[src/rtl/mem_stage.sv]
// Memory stage: MEM pipeline register, req/ack data-memory port, big-endian lane steering and load extension.
// Optional MEM_TIMEOUT_EN adds an ack timeout that completes the access with bus_err.
module mem_stage #(
  parameter int TIMEOUT_CYCLES = 16
) (
  input  logic        clk,
  input  logic        rst_n,
  input  logic        dMemWr,
  input  logic        dMemToReg,
  input  logic        dRegWrite,
  input  logic        dJal,
  input  logic        dLoadext,
  input  logic [1:0]  dDsize,
  input  logic [1:0]  dFPoint,
  input  logic [31:0] dALUout,
  input  logic [31:0] dBusB,
  input  logic [4:0]  dRw,
  input  logic [31:0] dDelayslot2,
  output logic        dmem_req,
  output logic        dmem_we,
  output logic [31:0] dmem_addr,
  output logic [3:0]  dmem_be,
  output logic [31:0] dmem_wdata,
  input  logic [31:0] dmem_rdata,
  input  logic        dmem_ack,
  output logic        stall,
  output logic        MemtoReg,
  output logic        RegWr,
  output logic        Jal,
  output logic [1:0]  FPoint,
  output logic [4:0]  Rw,
  output logic [31:0] ALUout,
  output logic [31:0] MemData,
  output logic [31:0] Delayslot2,
  output logic        misalign,
  output logic        bus_err
);

  typedef enum logic [1:0] {IDLE, REQ, DONE} state_t;

  state_t      state;
  logic        memWrReg, memtoRegReg, regWrReg, jalReg, loadextReg, misalignReg;
  logic [1:0]  dsizeReg, fpointReg;
  logic [4:0]  rwReg;
  logic [31:0] aluReg, ds2Reg, memDataReg, wdataReg;
  logic [3:0]  beReg;

  logic        dMemOp, dMisalign;
  logic [3:0]  dBe;
  logic [31:0] dWdata;
  logic [7:0]  laneByte;
  logic [15:0] laneHalf;
  logic [31:0] loadExt;

  // Alignment and lane steering are resolved from the incoming op so they can be registered.
  always_comb begin
    dMemOp    = dMemWr | dMemToReg;
    dMisalign = 1'b0;
    dBe       = 4'b1111;
    dWdata    = dBusB;
    case (dDsize)
      2'b10: begin
        dBe    = 4'b1000 >> dALUout[1:0];
        dWdata = {4{dBusB[7:0]}};
      end
      2'b01: begin
        dMisalign = dMemOp & dALUout[0];
        dBe       = dALUout[1] ? 4'b0011 : 4'b1100;
        dWdata    = {2{dBusB[15:0]}};
      end
      default: dMisalign = dMemOp & (|dALUout[1:0]);
    endcase
  end

  // Big-endian lane select: offset 0 is the most significant byte.
  always_comb begin
    case (aluReg[1:0])
      2'b00:   laneByte = dmem_rdata[31:24];
      2'b01:   laneByte = dmem_rdata[23:16];
      2'b10:   laneByte = dmem_rdata[15:8];
      default: laneByte = dmem_rdata[7:0];
    endcase
    laneHalf = aluReg[1] ? dmem_rdata[15:0] : dmem_rdata[31:16];
    case (dsizeReg)
      2'b10:   loadExt = {{24{loadextReg & laneByte[7]}}, laneByte};
      2'b01:   loadExt = {{16{loadextReg & laneHalf[15]}}, laneHalf};
      default: loadExt = dmem_rdata;
    endcase
  end

`ifdef MEM_TIMEOUT_EN
  logic [31:0] toCnt;
  logic        busErrReg;
`else
  logic        unusedTimeout;
  assign unusedTimeout = (TIMEOUT_CYCLES == 0);
`endif

  always_ff @(posedge clk) begin
    if (!rst_n) begin
      state       <= IDLE;
      memWrReg    <= 1'b0;
      memtoRegReg <= 1'b0;
      regWrReg    <= 1'b0;
      jalReg      <= 1'b0;
      loadextReg  <= 1'b0;
      misalignReg <= 1'b0;
      dsizeReg    <= 2'b00;
      fpointReg   <= 2'b00;
      rwReg       <= 5'd0;
      aluReg      <= 32'd0;
      ds2Reg      <= 32'd0;
      memDataReg  <= 32'd0;
      wdataReg    <= 32'd0;
      beReg       <= 4'b0000;
`ifdef MEM_TIMEOUT_EN
      toCnt       <= 32'd0;
      busErrReg   <= 1'b0;
`endif
    end else if (state == REQ) begin
      if (dmem_ack) begin
        if (memtoRegReg) memDataReg <= loadExt;
        state <= DONE;
      end
`ifdef MEM_TIMEOUT_EN
      else if (toCnt == 32'(TIMEOUT_CYCLES - 1)) begin
        state     <= DONE;
        regWrReg  <= 1'b0;
        busErrReg <= 1'b1;
      end else begin
        toCnt <= toCnt + 32'd1;
      end
`endif
    end else begin
      // IDLE and DONE both accept the next instruction.
      memWrReg    <= dMemWr;
      memtoRegReg <= dMemToReg;
      regWrReg    <= dRegWrite & ~dMisalign;
      jalReg      <= dJal;
      loadextReg  <= dLoadext;
      misalignReg <= dMisalign;
      dsizeReg    <= dDsize;
      fpointReg   <= dFPoint;
      rwReg       <= dRw;
      aluReg      <= dALUout;
      ds2Reg      <= dDelayslot2;
      wdataReg    <= dWdata;
      beReg       <= dBe;
      state       <= (dMemOp & ~dMisalign) ? REQ : IDLE;
`ifdef MEM_TIMEOUT_EN
      toCnt       <= 32'd0;
      busErrReg   <= 1'b0;
`endif
    end
  end

  assign stall      = (state == REQ);
  assign dmem_req   = (state == REQ);
  assign dmem_we    = (state == REQ) & memWrReg;
  assign dmem_addr  = {aluReg[31:2], 2'b00};
  assign dmem_be    = beReg;
  assign dmem_wdata = wdataReg;
  assign MemtoReg   = memtoRegReg;
  assign RegWr      = regWrReg;
  assign Jal        = jalReg;
  assign FPoint     = fpointReg;
  assign Rw         = rwReg;
  assign ALUout     = aluReg;
  assign MemData    = memDataReg;
  assign Delayslot2 = ds2Reg;
  assign misalign   = misalignReg;
`ifdef MEM_TIMEOUT_EN
  assign bus_err    = busErrReg;
`else
  assign bus_err    = 1'b0;
`endif

endmodule

[config.mk]
export PLATFORM = sky130hd
export DESIGN_NAME = mem_stage
export DESIGN_NICKNAME = d
export VERILOG_FILES = /design/src/rtl/mem_stage.sv
export SDC_FILE = /design/constraint.sdc
export NUM_CORES = 1
export LEC_CHECK = 0
export CELL_PAD_IN_SITES_DETAIL_PLACEMENT = 1
export CELL_PAD_IN_SITES_GLOBAL_PLACEMENT = 1
export CORE_UTILIZATION = 29
export DETAILED_ROUTE_END_ITERATION = 10
export GPL_ROUTABILITY_DRIVEN = 0
export PLACE_DENSITY_LB_ADDON = 0.08
export SYNTH_ARGS = -nofsm -noshare
export SYNTH_HDL_FRONTEND = slang
export SYNTH_SLANG_ARGS = --single-unit
[constraint.sdc]
create_clock -name clk -period 1.9 [get_ports clk]
set_input_delay 0.38 -clock clk [delete_from_list [all_inputs] [get_ports clk]]
set_output_delay 0.38 -clock clk [all_outputs]
set_load 0.05 [all_outputs]
==> results.yml, run 1 <==
status:
  outcome: "complete, no violations"
cts:
  clkTransAtPathRegs_ns: 0.06
  cts_tree: "built"
  cts_setup_buffers: 0
  numClockSinks: 149
  clockBufferDepth: 2
  cts_buffers: 17
  cts_hold_buf: 0
  cts_root_buffer: "clkbuf_16"
  insertion_delay_ns: 0.43
  cts-htree-levels: 4
flow_run:
  maxCapViolCount: 0
floorplanning:
  die_y_um: 154
  rows: 55
  io_pins: 324
  initial_core_util_pct: 29.5
  dieArea_um2: 23700
  dieWidth_um: 154
  coreArea_um2: 22600
setup_path:
  worst_path_largest_cell_delay_ns: 0.31
  crit_path_max_fanout: 15
  critical-path-slowest-cell: "dfxtp_1"
  cp-start-kind: "register"
  critical_path_class: "register to output port"
  required_ns: 1.52
  cp.arrival_ns: 1.43
  crit_chain: "nand2b_4, inv_8, and2_1, buf_12"
  end_kind: "output port"
grt:
  grt-busiest-layer: "met2"
  grt_pass1_wl_um: 37800
  first_global_vias: 6703
  grt_max_degree: 116
  use_met3_pct: 5.78
  met2_usage_pct: 33.4
  grt.overflow.total: 0
  grtUsageTotal_pct: 20.5
  grt_antenna_before_repair: 1
  use_met1_pct: 26.2
sta:
  max_clock_freq_mhz: 553
  fin_worst_skew_ns: 0.0148
  finalCritPeriodShare_pct: 95.2
  rsz0062_at_grt: "false"
  hold_violations: 0
  tightestPinTransition_ns: 0.556
  setup_tns_ns: 0
  slew_viol_final: 0
  setup_viol: 0
  post-route-min-period_ns: 1.81
  relSlewSlack_pct: 62.9
synthesis:
  ys_seq_area_share_pct: 44.6
  yosys-mux-area-fraction_pct: 1.89
  syn_area_um2: 6690
  synthAdderAreaFrac_pct: 0.749
  ys.warnings.count: 0
  synthSimpleGateAreaFrac_pct: 19.8
  synthXorXnorAreaFrac_pct: 0
  synth.avg_cell_area_um2: 8.40
  netlist_instances: 796
  synth_cell_type_count: 47
  synth_compound_gate_area_share_pct: 24.2
  ys_seq_elements: 149
  synth_top_family_by_area: "compound AO/OA/AOI/OAI gates"
drt:
  vias: 6662
  totalWireLength_um: 23900
  drc: 0
  drtAntennaViolNets: 0
  wl_per_cell_um: 17.3
  dr.pass1.iters: 4
  vias_per_cell: 4.81
  drt-initial-drc-count: 251
cells_and_area:
  nets: 1236
  area_growth_pct: 57.9
  drive_gt1_share_pct: 15.6
  fin_area_um2: 10600
place:
  port-buffer-count: 320
  place_area_um2: 10000
  place_hpwl_um: 17100
power_and_ir_drop:
  p_leak_nw: 4.63
  ir_drop_v: 0.000527
  total_power_mw: 9.74
  p_per_area_nw_per_um2: 923
hold_path:
  hold_path_class: "input pin to register"
==> state kept, by name, summed over array words and instances, names as in the netlist, 2 cells and up <==
signal      count
ALUout         32
Delayslot2     32
MemData        32
dmem_wdata     32
Rw              5
dmem_be         4
FPoint          2
dsizeReg        2
state           2
==> kinds of logic (layout without fill, tap and decap cells) <==
family	count (synthesis)	in the layout
compound gates	226	226
fa+ha+maj	4	4
buf+inv	105	406
flops	149	149
mux	10	10
other cells	1	4
simple gates	301	301
==> timing repair <==
action	in CTS	in global routing
hold endpoints to repair	0	0
gates cloned	1	0
gates resized for setup	110	7
endpoints found under the setup margin	111	16
==> report_power, final <==
group / internal [mW] / switching [mW] / leakage (nW)
clock network: 1.98 / 1.46 / 0.280
logic: 1.00 / 1.80 / 3.12
registers: 3.36 / 0.139 / 1.23
==> Yosys cell counts (all sizes together) <==
| cell type | number | share of area [%] |
|---|---|---|
| mux2i | 9 | 1.7 |
| nand2b | 5 | 0.58 |
| ha | 4 | 0.75 |
| o32ai | 6 | 0.79 |
| dfxtp | 149 | 45 |
| buf | 60 | 6.1 |
| inv | 8 | 0.45 |
| clkbuf | 37 | 2.1 |
| o211a | 2 | 0.30 |
| o41ai | 2 | 0.26 |
| a2bb2oi | 2 | 0.26 |
| nor2 | 25 | 1.4 |
| a21boi | 93 | 10 |
| mux2 | 1 | 0.17 |
| o221ai | 1 | 0.13 |
| o211ai | 9 | 1.0 |
| or2 | 1 | 0.094 |
| nor2b | 16 | 1.5 |
| a221oi | 15 | 2.0 |
| a22oi | 8 | 0.90 |
| nor3 | 10 | 1.1 |
| a211oi | 4 | 0.52 |
| nand3 | 1 | 0.15 |
| nand2 | 215 | 12 |
| o22ai | 1 | 0.30 |
| o21ai | 44 | 3.3 |
| conb | 1 | 0.056 |
| and2 | 3 | 0.28 |
| and4b | 1 | 0.15 |
| o21a | 1 | 0.11 |
| a2111oi | 6 | 0.79 |
| nand3b | 8 | 0.90 |
| nor3b | 8 | 0.90 |
| a21oi | 31 | 3.0 |
| and3 | 8 | 0.75 |
| o21bai | 1 | 0.11 |
==> metrics by stage <==
step	std cells	setup slack, ns	util, %	hold slack, ns
2_1_floorplan	798	0.0440	-	0.458
3_3_place_gp	1352	-0.303	44.4	0.448
3_5_place_dp	1352	-0.378	44.4	0.454
4_1_cts	1384	0.00147	46.5	0.388
5_1_grt	1385	0.00394	46.6	0.399
6_report	1385	0.0908	46.6	0.394
==> critical path, delay by kind of cell (launching register included) <==
kind,cells,cell delay [ns]
AND/OR/NAND/NOR,2,0.39
flip-flops,1,0.31
buffers and inverters,2,0.30
==> layer usage <==
layer  up-vias  part of all wire (%)
met2       216                    47
met3        16                   7.0
li1       3262                     -
met5         -                     0
met1      3168                    45
met4         0                  0.97
==> final timing paths <==
check	start	to	slack (ns)	cells after the start
worst max register to register	dsizeReg[0]$_SDFFE_PN0N_	MemData[7]$_SDFFE_PN0P_	0.21	7
worst min-delay path	rst_n	dmem_wdata[23]$_SDFFE_PN0N_	0.39	2
worst max-delay path	state[1]$_SDFFE_PN0P_	dmem_we	0.09	4
worst min register to register	Delayslot2[28]$_SDFFE_PN0N_	Delayslot2[28]$_SDFFE_PN0N_	0.46	2
==> final cells by class <==
| cell class | count | area, um2 |
|---|---|---|
| Fill cell | 2675 | 12100 |
| Timing Repair Buffer | 367 | 3440 |
| Multi-Input combinational cell | 544 | 3140 |
| Sequential cell | 149 | 2980 |
| Clock buffer | 18 | 439 |
| Tap cell | 285 | 357 |
| Clock inverter | 13 | 145 |
| Inverter | 8 | 41.3 |
| Antenna cell | 1 | 2.50 |
==> placed cells by master, fill, tap and decap left out, types with 3 or more instances in the layout <==
cell	count
nand2_1	215
dfxtp_1	148
clkdlybuf4s50_1	143
dlygate4sd2_1	109
buf_4	101
a21boi_0	93
o21ai_0	44
nor2_1	25
a21oi_1	21
clkbuf_16	17
nor2b_1	16
a221oi_1	15
buf_12	12
a21oi_2	9
o211ai_1	9
nand3b_1	8
a22oi_1	8
and3_1	8
nor3b_1	8
mux2i_1	7
nor3_1	7
inv_1	6
o32ai_1	6
a2111oi_0	5
inv_6	5
nand2b_1	4
clkinvlp_4	4
and2_1	3
a211oi_1	3
ha_1	3
conb_1	3
(Power assumes the default switching activity.)
==> inputs of run 2 (changes only) <==
ABC_AREA = 1   (was default)
CORE_UTILIZATION = 27   (was 29)
==> run 2 against run 1 <==
Wire length is 1.1% lower. Area after synthesis is 5.1% lower. Die area is 2.0% higher. Sequential power is 2% higher. Fmax is 3.1% higher. Clock power hardly changed. Clock skew is 0.0073 ns lower. Synthesized cell count is 6.0% higher. First-iteration DRC count is 20% higher. Final area is 4.4% lower. Global-route usage is 0.65 points lower. Total power is 3.9% higher. Largest power group unchanged.
==> results.yml, run 2 <==
cts:
  cts_root_buffer: "clkbuf_16"
  numClockSinks: 149
  cts_buffers: 17
  cts_hold_buf: 0
  clockBufferDepth: 2
  insertion_delay_ns: 0.42
  cts-htree-levels: 4
  clkTransAtPathRegs_ns: 0.07
  cts_tree: "built"
setup_path:
  startpoint: "dDsize[0]"
  worst_r2r_endpoint: "MemData[18]$_SDFFE_PN0P_"
  worst_path_largest_cell_delay_ns: 0.50
  crit_path_max_fanout: 8
  path_buf_inv: 2
  crit_chain: "clkdlybuf4s50_1, inv_1, ha_1, nor2_1, a32oi_1, a21oi_1"
  cp.depth: 6
  critical-path-slowest-cell: "clkdlybuf4s50_1"
  regToRegStartpoint: "dsizeReg[0]$_SDFFE_PN0N_"
  required_ns: 2.26
  r2r_slack_ns: 0.17
  critPathCapture: "dmem_wdata[26]$_SDFFE_PN0N_"
  worst-r2r-cell-count: 6
  cp-start-kind: "input pin"
  cp.arrival_ns: 2.11
  critical_path.top_delay_family: "buffers and inverters"
  critical_path_class: "input pin to register"
  end_kind: "register"
synthesis:
  synthXorXnorAreaFrac_pct: 0
  synthAdderAreaFrac_pct: 0.788
  synth-async-reset-ratio_pct: 0
  synth_top_family_by_area: "compound AO/OA/AOI/OAI gates"
  synth.avg_cell_area_um2: 7.52
  ys_seq_area_share_pct: 47.0
  synth_compound_gate_area_share_pct: 24.1
  yosys-top-cells-area: "dfxtp_1 47%, o21ai_0 12%, nor2_1 10%"
  synth-edff-count: 0
  yosys.cell_count.top_type: "nor2_1"
  syn_area_um2: 6350
  yosys.area.top_type_share_pct: 47.0
  synthSimpleGateAreaFrac_pct: 17.5
  synth_common_cells: "174 x nor2_1, 153 x o21ai_0, 149 x dfxtp_1"
  synth_top_area_cell: "dfxtp_1"
  synth_ff_type: "dfxtp_1"
  ys_seq_elements: 149
  netlist_instances: 844
  synth_cell_type_count: 31
  yosys-mux-area-fraction_pct: 0
  ys.warnings.count: 0
drt:
  dr.pass1.iters: 4
  drt-initial-drc-count: 301
  wl_per_cell_um: 16.3
  vias_per_cell: 4.56
  drtAntennaViolNets: 0
  vias: 6626
  drc: 0
  totalWireLength_um: 23700
sta:
  max_clock_freq_mhz: 570
  tightestPinTransition_ns: 0.594
  fin_ws_ns: 0.144
  setup_tns_ns: 0
  relSlewSlack_pct: 60.3
  hold_violations: 0
  setup_viol: 0
  hold_ws_ns: 0.289
  fin_worst_skew_ns: 0.00740
  post-route-min-period_ns: 1.76
  finalCritPeriodShare_pct: 92.4
  rsz0062_at_grt: "false"
  slew_viol_final: 0
place:
  place_hpwl_um: 17200
  dpl_worst_slack_ns: -0.329
  port-buffer-count: 320
  place_area_um2: 9590
  dp_cells: 1418
power_and_ir_drop:
  p_per_area_nw_per_um2: 1000
  total_power_mw: 10.1
  ir_drop_v: 0.000443
  p_leak_nw: 4.67
cells_and_area:
  drive_gt1_share_pct: 14.5
  final_cell_count_no_fill: 1453
  fin_area_um2: 10100
  multiInputGateArea_um2: 2710
  diodes: 0
  area_growth_pct: 59.0
  nets: 1276
  regArea_um2: 2980
  nFillCells: 2825
  fin_util_pct: 44.2
  layout_common_cells: "174 x nor2_1, 153 x o21ai_0, 149 x dfxtp_1"
  layout.cells.most_common: "nor2_1"
floorplanning:
  dieWidth_um: 155
  coreArea_um2: 22800
  initial_core_util_pct: 27.8
  io_pins: 324
  die_y_um: 155
  dieArea_um2: 24100
  rows: 55
status:
  outcome: "complete, no violations"
grt:
  grt_max_degree: 59
  grt_pass1_wl_um: 37100
  grt_antenna_before_repair: 1
  grtUsageTotal_pct: 19.8
  first_global_vias: 6534
  grt.overflow.total: 0
flow_run:
  maxCapViolCount: 0
hold_path:
  hold_path_class: "input pin to register"
-- run 2: cell types whose count changed in the layout (fill, tap and decap cells not counted), moves of 12 or more --
| cell | delta |
|---|---|
| a21boi_0 | -93 |
| a21oi_1 | +74 |
| a221oi_1 | -15 |
| dlygate4sd2_1 | -12 |
| inv_1 | +25 |
| nand2_1 | -134 |
| nand3_1 | +13 |
| nor2_1 | +149 |
| nor2b_1 | -16 |
| o21ai_0 | +109 |
-- run 2: repair_timing --
item / 4_1_cts / 5_1_grt
endpoints found under the setup margin: 98 / 1
gates resized for setup: 97 / 0
pin swaps: 1 / 0
buffers inserted: 1 / 2
-- run 2: area by class of cell --
class | count | share of cell area (%)
Clock buffer | 20 | 4.43
Inverter | 34 | 1.29
Timing Repair Buffer | 356 | 32.6
Tap cell | 313 | 3.88
Sequential cell | 149 | 29.6
Multi-Input combinational cell | 569 | 26.8
Clock inverter | 12 | 1.43
-- run 2: worst min-delay path, stage by stage --
cell and delay, ns:
buf_4 0.16, o21ai_0 0.08, a21oi_1 0.04
-- run 2: cell families after synthesis --
logic type               Yosys count
flip-flops                       149
AND/OR/NAND/NOR                  278
buffers and inverters            128
adder cells (fa/ha/maj)            4
other                              1
AO/OA/AOI/OAI                    284
-- run 2: where the power goes --
group / internal, mW / leakage, nW / total (mW) / switching [mW]
combinational: 0.997 / 3.16 / 3.09 / 2.10
sequential: 3.40 / 1.23 / 3.56 / 0.162
clock: 2.00 / 0.272 / 3.46 / 1.46
total: 6.40 / 4.67 / 10.1 / 3.72
-- run 2: worst min-delay path by stage --
stage / endpoint / from / cells after the start
CTS: ALUout[1]$_SDFFE_PN0N_ / rst_n / 3
floorplan: memWrReg$_SDFFE_PN0N_ / memWrReg$_SDFFE_PN0N_ / 2
detailed placement: MemData[4]$_SDFFE_PN0P_ / MemData[4]$_SDFFE_PN0P_ / 2
global placement: MemData[1]$_SDFFE_PN0P_ / MemData[1]$_SDFFE_PN0P_ / 2
finish: ALUout[1]$_SDFFE_PN0N_ / rst_n / 3
global route: ALUout[1]$_SDFFE_PN0N_ / rst_n / 3
-- run 2: layer usage --
layer / track usage, % / wire (um) / up-vias
met1: 25.3 / 10600 / 3061
met5: 0 / 13 / -
met3: 5.85 / 1550 / 20
met2: 32.6 / 11200 / 207
li1: - / - / 3336
met4: 4.95 / 276 / 2
